--- src/rtl/utmi_pkt_tx.sv ---
// UTMI transmit packetizer: sends a PID byte, an optional payload stream and,
// for data PIDs, the inverted CRC16, then holds an inter-packet gap.
module utmi_pkt_tx #(
    parameter int unsigned IPG_CYCLES = 8
) (
    input  logic       clk_i,
    input  logic       rst_ni,
    input  logic       start_i,
    input  logic [3:0] pid_i,
    input  logic       has_data_i,
    output logic       start_ready_o,
    input  logic [7:0] in_data_i,
    input  logic       in_valid_i,
    input  logic       in_last_i,
    output logic       in_ready_o,
    output logic [7:0] utmi_data_out_o,
    output logic       utmi_txvalid_o,
    input  logic       utmi_txready_i,
    output logic       busy_o,
    output logic       done_o,
    output logic       err_o
);

    typedef enum logic [2:0] {
        ST_IDLE   = 3'd0,
        ST_PID    = 3'd1,
        ST_DATA   = 3'd2,
        ST_CRC_LO = 3'd3,
        ST_CRC_HI = 3'd4,
        ST_GAP    = 3'd5
    } state_t;

    localparam logic [7:0] IPG_LOAD = 8'(IPG_CYCLES);

    state_t      state_r, state_s;
    logic [7:0]  data_r, data_s;
    logic        txvalid_r, txvalid_s;
    logic [15:0] crc_r, crc_s;
    logic        crc_en_r, crc_en_s;
    logic        has_data_r, has_data_s;
    logic        last_taken_r, last_taken_s;
    logic [7:0]  gap_r, gap_s;
    logic        done_r, done_s;
    logic        err_r, err_s;
    logic        busy_r;
    logic        accept_s;
    logic        need_byte_s;

    // Reflected CRC16 (poly 0xA001), one byte consumed LSB first.
    function automatic logic [15:0] crc16_byte(input logic [15:0] crc, input logic [7:0] b);
        logic [15:0] c;
        c = crc;
        for (int i = 0; i < 8; i++) begin
            if (c[0] ^ b[i]) begin
                c = {1'b0, c[15:1]} ^ 16'hA001;
            end else begin
                c = {1'b0, c[15:1]};
            end
        end
        return c;
    endfunction

    // Handshake qualifiers; in_ready is combinational from utmi_txready_i.
    always_comb begin
        accept_s    = txvalid_r & utmi_txready_i;
        need_byte_s = accept_s & has_data_r & ~last_taken_r &
                      ((state_r == ST_PID) | (state_r == ST_DATA));
        in_ready_o  = need_byte_s & in_valid_i;
    end

    // Next-state and next-output logic.
    always_comb begin
        state_s      = state_r;
        data_s       = data_r;
        txvalid_s    = txvalid_r;
        crc_s        = crc_r;
        crc_en_s     = crc_en_r;
        has_data_s   = has_data_r;
        last_taken_s = last_taken_r;
        gap_s        = gap_r;
        done_s       = 1'b0;
        err_s        = 1'b0;
        case (state_r)
            ST_IDLE: begin
                if (start_i) begin
                    data_s       = {~pid_i, pid_i};
                    txvalid_s    = 1'b1;
                    crc_en_s     = (pid_i[1:0] == 2'b11);
                    has_data_s   = has_data_i;
                    last_taken_s = 1'b0;
                    crc_s        = 16'hFFFF;
                    state_s      = ST_PID;
                end else begin
                    state_s = ST_IDLE;
                end
            end
            ST_PID, ST_DATA: begin
                if (!accept_s) begin
                    state_s = state_r;
                end else if (need_byte_s) begin
                    if (in_valid_i) begin
                        data_s       = in_data_i;
                        crc_s        = crc16_byte(crc_r, in_data_i);
                        last_taken_s = in_last_i;
                        state_s      = ST_DATA;
                    end else begin
                        // Underrun: abandon the packet without a CRC.
                        data_s    = 8'h00;
                        txvalid_s = 1'b0;
                        err_s     = 1'b1;
                        gap_s     = IPG_LOAD;
                        state_s   = ST_GAP;
                    end
                end else if (crc_en_r) begin
                    data_s  = ~crc_r[7:0];
                    state_s = ST_CRC_LO;
                end else begin
                    data_s    = 8'h00;
                    txvalid_s = 1'b0;
                    done_s    = 1'b1;
                    gap_s     = IPG_LOAD;
                    state_s   = ST_GAP;
                end
            end
            ST_CRC_LO: begin
                if (accept_s) begin
                    data_s  = ~crc_r[15:8];
                    state_s = ST_CRC_HI;
                end else begin
                    state_s = ST_CRC_LO;
                end
            end
            ST_CRC_HI: begin
                if (accept_s) begin
                    data_s    = 8'h00;
                    txvalid_s = 1'b0;
                    done_s    = 1'b1;
                    gap_s     = IPG_LOAD;
                    state_s   = ST_GAP;
                end else begin
                    state_s = ST_CRC_HI;
                end
            end
            ST_GAP: begin
                if (gap_r <= 8'd1) begin
                    gap_s   = 8'd0;
                    state_s = ST_IDLE;
                end else begin
                    gap_s = gap_r - 8'd1;
                end
            end
            default: begin
                txvalid_s = 1'b0;
                state_s   = ST_IDLE;
            end
        endcase
    end

    // State and registered outputs.
    always_ff @(posedge clk_i or negedge rst_ni) begin
        if (!rst_ni) begin
            state_r      <= ST_IDLE;
            data_r       <= 8'h00;
            txvalid_r    <= 1'b0;
            crc_r        <= 16'hFFFF;
            crc_en_r     <= 1'b0;
            has_data_r   <= 1'b0;
            last_taken_r <= 1'b0;
            gap_r        <= 8'd0;
            done_r       <= 1'b0;
            err_r        <= 1'b0;
            busy_r       <= 1'b0;
        end else begin
            state_r      <= state_s;
            data_r       <= data_s;
            txvalid_r    <= txvalid_s;
            crc_r        <= crc_s;
            crc_en_r     <= crc_en_s;
            has_data_r   <= has_data_s;
            last_taken_r <= last_taken_s;
            gap_r        <= gap_s;
            done_r       <= done_s;
            err_r        <= err_s;
            busy_r       <= (state_s != ST_IDLE);
        end
    end

    assign start_ready_o   = (state_r == ST_IDLE);
    assign utmi_data_out_o = data_r;
    assign utmi_txvalid_o  = txvalid_r;
    assign busy_o          = busy_r;
    assign done_o          = done_r;
    assign err_o           = err_r;

endmodule

--- config.mk ---
export PLATFORM = sky130hd
export DESIGN_NAME = utmi_pkt_tx
export DESIGN_NICKNAME = d
export VERILOG_FILES = /design/src/rtl/utmi_pkt_tx.sv
export SDC_FILE = /design/constraint.sdc
export NUM_CORES = 1
export LEC_CHECK = 0
export ABC_AREA = 0
export CORE_UTILIZATION = 40
export DETAILED_ROUTE_END_ITERATION = 12
export PLACE_DENSITY = 0.64
export SLEW_MARGIN = 20
export SYNTH_ARGS = -nofsm -noshare
export SYNTH_HDL_FRONTEND = slang
export SYNTH_SLANG_ARGS = --single-unit
--- constraint.sdc ---
create_clock -name clk_i -period 1.8 [get_ports clk_i]
set_input_delay 0.36 -clock clk_i [delete_from_list [all_inputs] [get_ports clk_i]]
set_output_delay 0.36 -clock clk_i [all_outputs]
set_load 0.02 [all_outputs]
==> summary.txt <==
Clock network
  • CTS Buf Count: 5
  • CTS tree: done
  • # H-tree levels: 2
  • Clock Sinks: 42
  • CTS clk-pin slew, worst paths: 0.08 ns
  • Hold buffers post-CTS: 0
  • Maximum root-to-sink buffer count: 2
  • Clock latency on the worst-skew pair: 0.30 ns
  • CTS root buffer: clkbuf_8

Die
  • Die Wd: 79.0 um
  • Total Die Area: 6240 um2
  • Starting Density: 42.3%
  • Rows: 27
  • Boundary Pins: 33
  • Core area: 5610 um2
  • Die Height: 79.0 um

Timing
  • Fmax achieved: 560 MHz
  • Final Hold Slack: 0.0113 ns
  • Rel. slew slack: 67.7%
  • Fin crit period: 1.78 ns
  • Worst Clk Skew: 0.00672 ns
  • Tcrit/Tclk final: 99.2%
  • Max Slew Vio Count: 0
  • Setup ws final: 0.0152 ns
  • RSZ-0062 raised after global routing: yes
  • Setup-failing EPs final: 0
  • Fin. Hold Viols: 0
  • Least-Margin Pin Slew: 0.485 ns

Power and ir drop
  • Clock Power Share: 11.6%
  • Power share of the combinational group: 60.4%
  • PwrDens: 1630 nW/um2
  • Flop pwr share: 28.0%
  • Pwr Total: 0.00553 W
  • Net Sw Frac: 38.7%
  • Pleak: 1.46 nW
  • P_sw: 0.00214 W
  • Cell Int Power: 0.00339 W
  • Peak supply drop: 1110 uV

Routing
  • Antenna viol nets, final: 0
  • Vias after detailed routing: 2154
  • Via-per-instance ratio: 5.39
  • Initial DRC count: 132
  • WL/cell: 15.5 um
  • Drt first pass iters: 5
  • DRC Markers: 0
  • DRT Wirelength: 6210 um

Yosys
  • Count leader, synth: dfrtp_1
  • Most frequent cells after synthesis: dfrtp_1 (26), nand2_1 (25), xnor2_1 (20), dfstp_2 (16), nor2_1 (16)
  • Mean post-synth cell area: 9.79 um2
  • Ys Warns: 0
  • Post-synth top area share: 27.5%
  • Sequential-to-total area share from yosys stat: 45.2%
  • Syn Nets: 263
  • Top post-synthesis cells by area: dfrtp_1 (27%), dfstp_2 (18%), xnor2_1 (7.4%)
  • Leading area contributor after synthesis: dfrtp_1
  • Ys flop type: dfrtp_1
  • Post-synthesis cell count: 242
  • Post-synth EDFFs: 0
  • Cell Area, Synth: 2370 um2
  • Distinct cells, synth: 49
  • Yosys reg bits: 42
  • Asr flop ratio synth: 100%

Finish
  • ANT cells: 0
  • Final net count: 348
  • Share of cells above drive strength 1: 32.6%
  • Final Util: 60.5%
  • Area Growth Syn to Fin: 43.2%

Critical path
  • Arrival time worst endpoint: 1.42 ns
  • CP max FO: 2
  • Crit end category: output port
  • Crit Path Class: register to output port
  • Startpoint Class: register
  • CP required: 1.44 ns

Worst hold path
  • Worst hold path type: primary input to asynchronous set/reset pin

Placed design
  • Pre-CTS setup slack: -0.573 ns
  • GP Congestion: 0.816
  • # port buffers: 32
  • Hpwl dp: 4590 um

Status
  • Outcome: completed

GRT
  • Initial antenna violation count: 0
  • Largest net degree at the start of global routing: 23
  • Grt ovf: 0
  • Vias in the first global route: 2198
  • Total Routing Usage GR: 21.6%
  • First-pass GRT wire length: 10300 um

Run
  • Max-Cap Viols: 0
-- cell families (layout without fill, tap and decap cells) --
group | after synthesis | in the layout | share of synthesized area, %
AO/OA/AOI/OAI | 72 | 72 | 21.8
XOR/XNOR | 25 | 25 | 10.5
adder cells (fa/ha/maj) | 3 | 3 | 1.48
buffers and inverters | 16 | 102 | 2.85
flip-flops | 42 | 42 | 45.2
multiplexers | 4 | 4 | 1.74
AND/OR/NAND/NOR | 80 | 80 | 16.5
-- power groups by stage --
stage	logic, W	registers (W)	clock network, W
2_1_floorplan	0.00177	0.00165	0
3_3_place_gp	0.00305	0.00155	0
3_5_place_dp	0.00307	0.00155	0
4_1_cts	0.00313	0.00154	0.000663
5_1_grt	0.00366	0.00159	0.000696
6_report	0.00334	0.00155	0.000640
-- area by class of cell --
class,instances,area [um2]
clock buffers,7,86.3
clock inverters,1,5.00
fillers,483,2210
inverters,7,26.3
multi-input cells,184,1370
flip-flops and latches,42,1070
well taps,72,90.1
repair buffers,87,748
-- worst paths after layout --
| check | to | depth (start not counted) | slack (ns) | from |
|---|---|---|---|---|
| setup / recovery | in_ready_o | 4 | 0.02 | last_taken_r |
| hold / removal | gap_r[4] | 1 | 0.01 | rst_ni |
| setup reg to reg | crc_r[0] | 5 | 0.04 | crc_r[0] |
| hold reg to reg | utmi_data_out_o[2] | 2 | 0.49 | utmi_data_out_o[2] |
| max in group asynchronous | crc_r[0] | 2 | 1.17 | rst_ni |
| min in group clk_i | utmi_data_out_o[0] | 3 | 0.41 | in_data_i[0] |
-- timing repair --
item                       4_1_cts  5_1_grt
pin swaps                        1        9
gates resized for setup         10       26
setup endpoints to repair       15       19
buffers inserted                 1        3
-- cell usage in the layout, fill, tap and decap left out, types with 6 or more instances in the layout --
cell              n
clkbuf_8          6
nand2b_1          6
nand2_1          25
o21ai_0          15
clkdlybuf4s50_1  26
nand3_1           7
dfrtp_1          26
nor2_1           14
dfstp_2          16
nor3_1            6
buf_4            53
a21oi_1          13
inv_1             6
o22a_1            7
xnor2_1          14
-- sequential cells by signal, indices dropped and copies added (netlist names) --
name / cells
done_o: 1
err_o: 1
crc_en_r: 1
last_taken_r: 1
state_r: 3
crc_r: 16
has_data_r: 1
utmi_data_out_o: 8
utmi_txvalid_o: 1
busy_o: 1
gap_r: 8
-- per-layer routing --
metal | wire length (um) | vias to the layer above | track usage [%]
li1 | - | 1049 | -
met1 | 2670 | 1042 | 25.9
met2 | 3180 | 50 | 38.4
met3 | 243 | 13 | 3.79
met4 | 118 | 0 | 8.18
met5 | 0 | - | 0
-- metrics by stage --
step	cell area, um2	TNS (ns)	cells
floorplan	2390	-0.143	242
global placement	3150	-7.60	388
detailed placement	3150	-8.00	388
CTS	3270	-0.167	397
global route	3390	-0.101	400
finish	3390	0	400
-- critical path, stage by stage, from the launching register on --
cell and delay, ns:
dfrtp_1 0.37, and4b_1 0.28, nand4_1 0.22, inv_2 0.14
buf_6 0.12
Note: power is estimated with default switching activity, not from simulation.
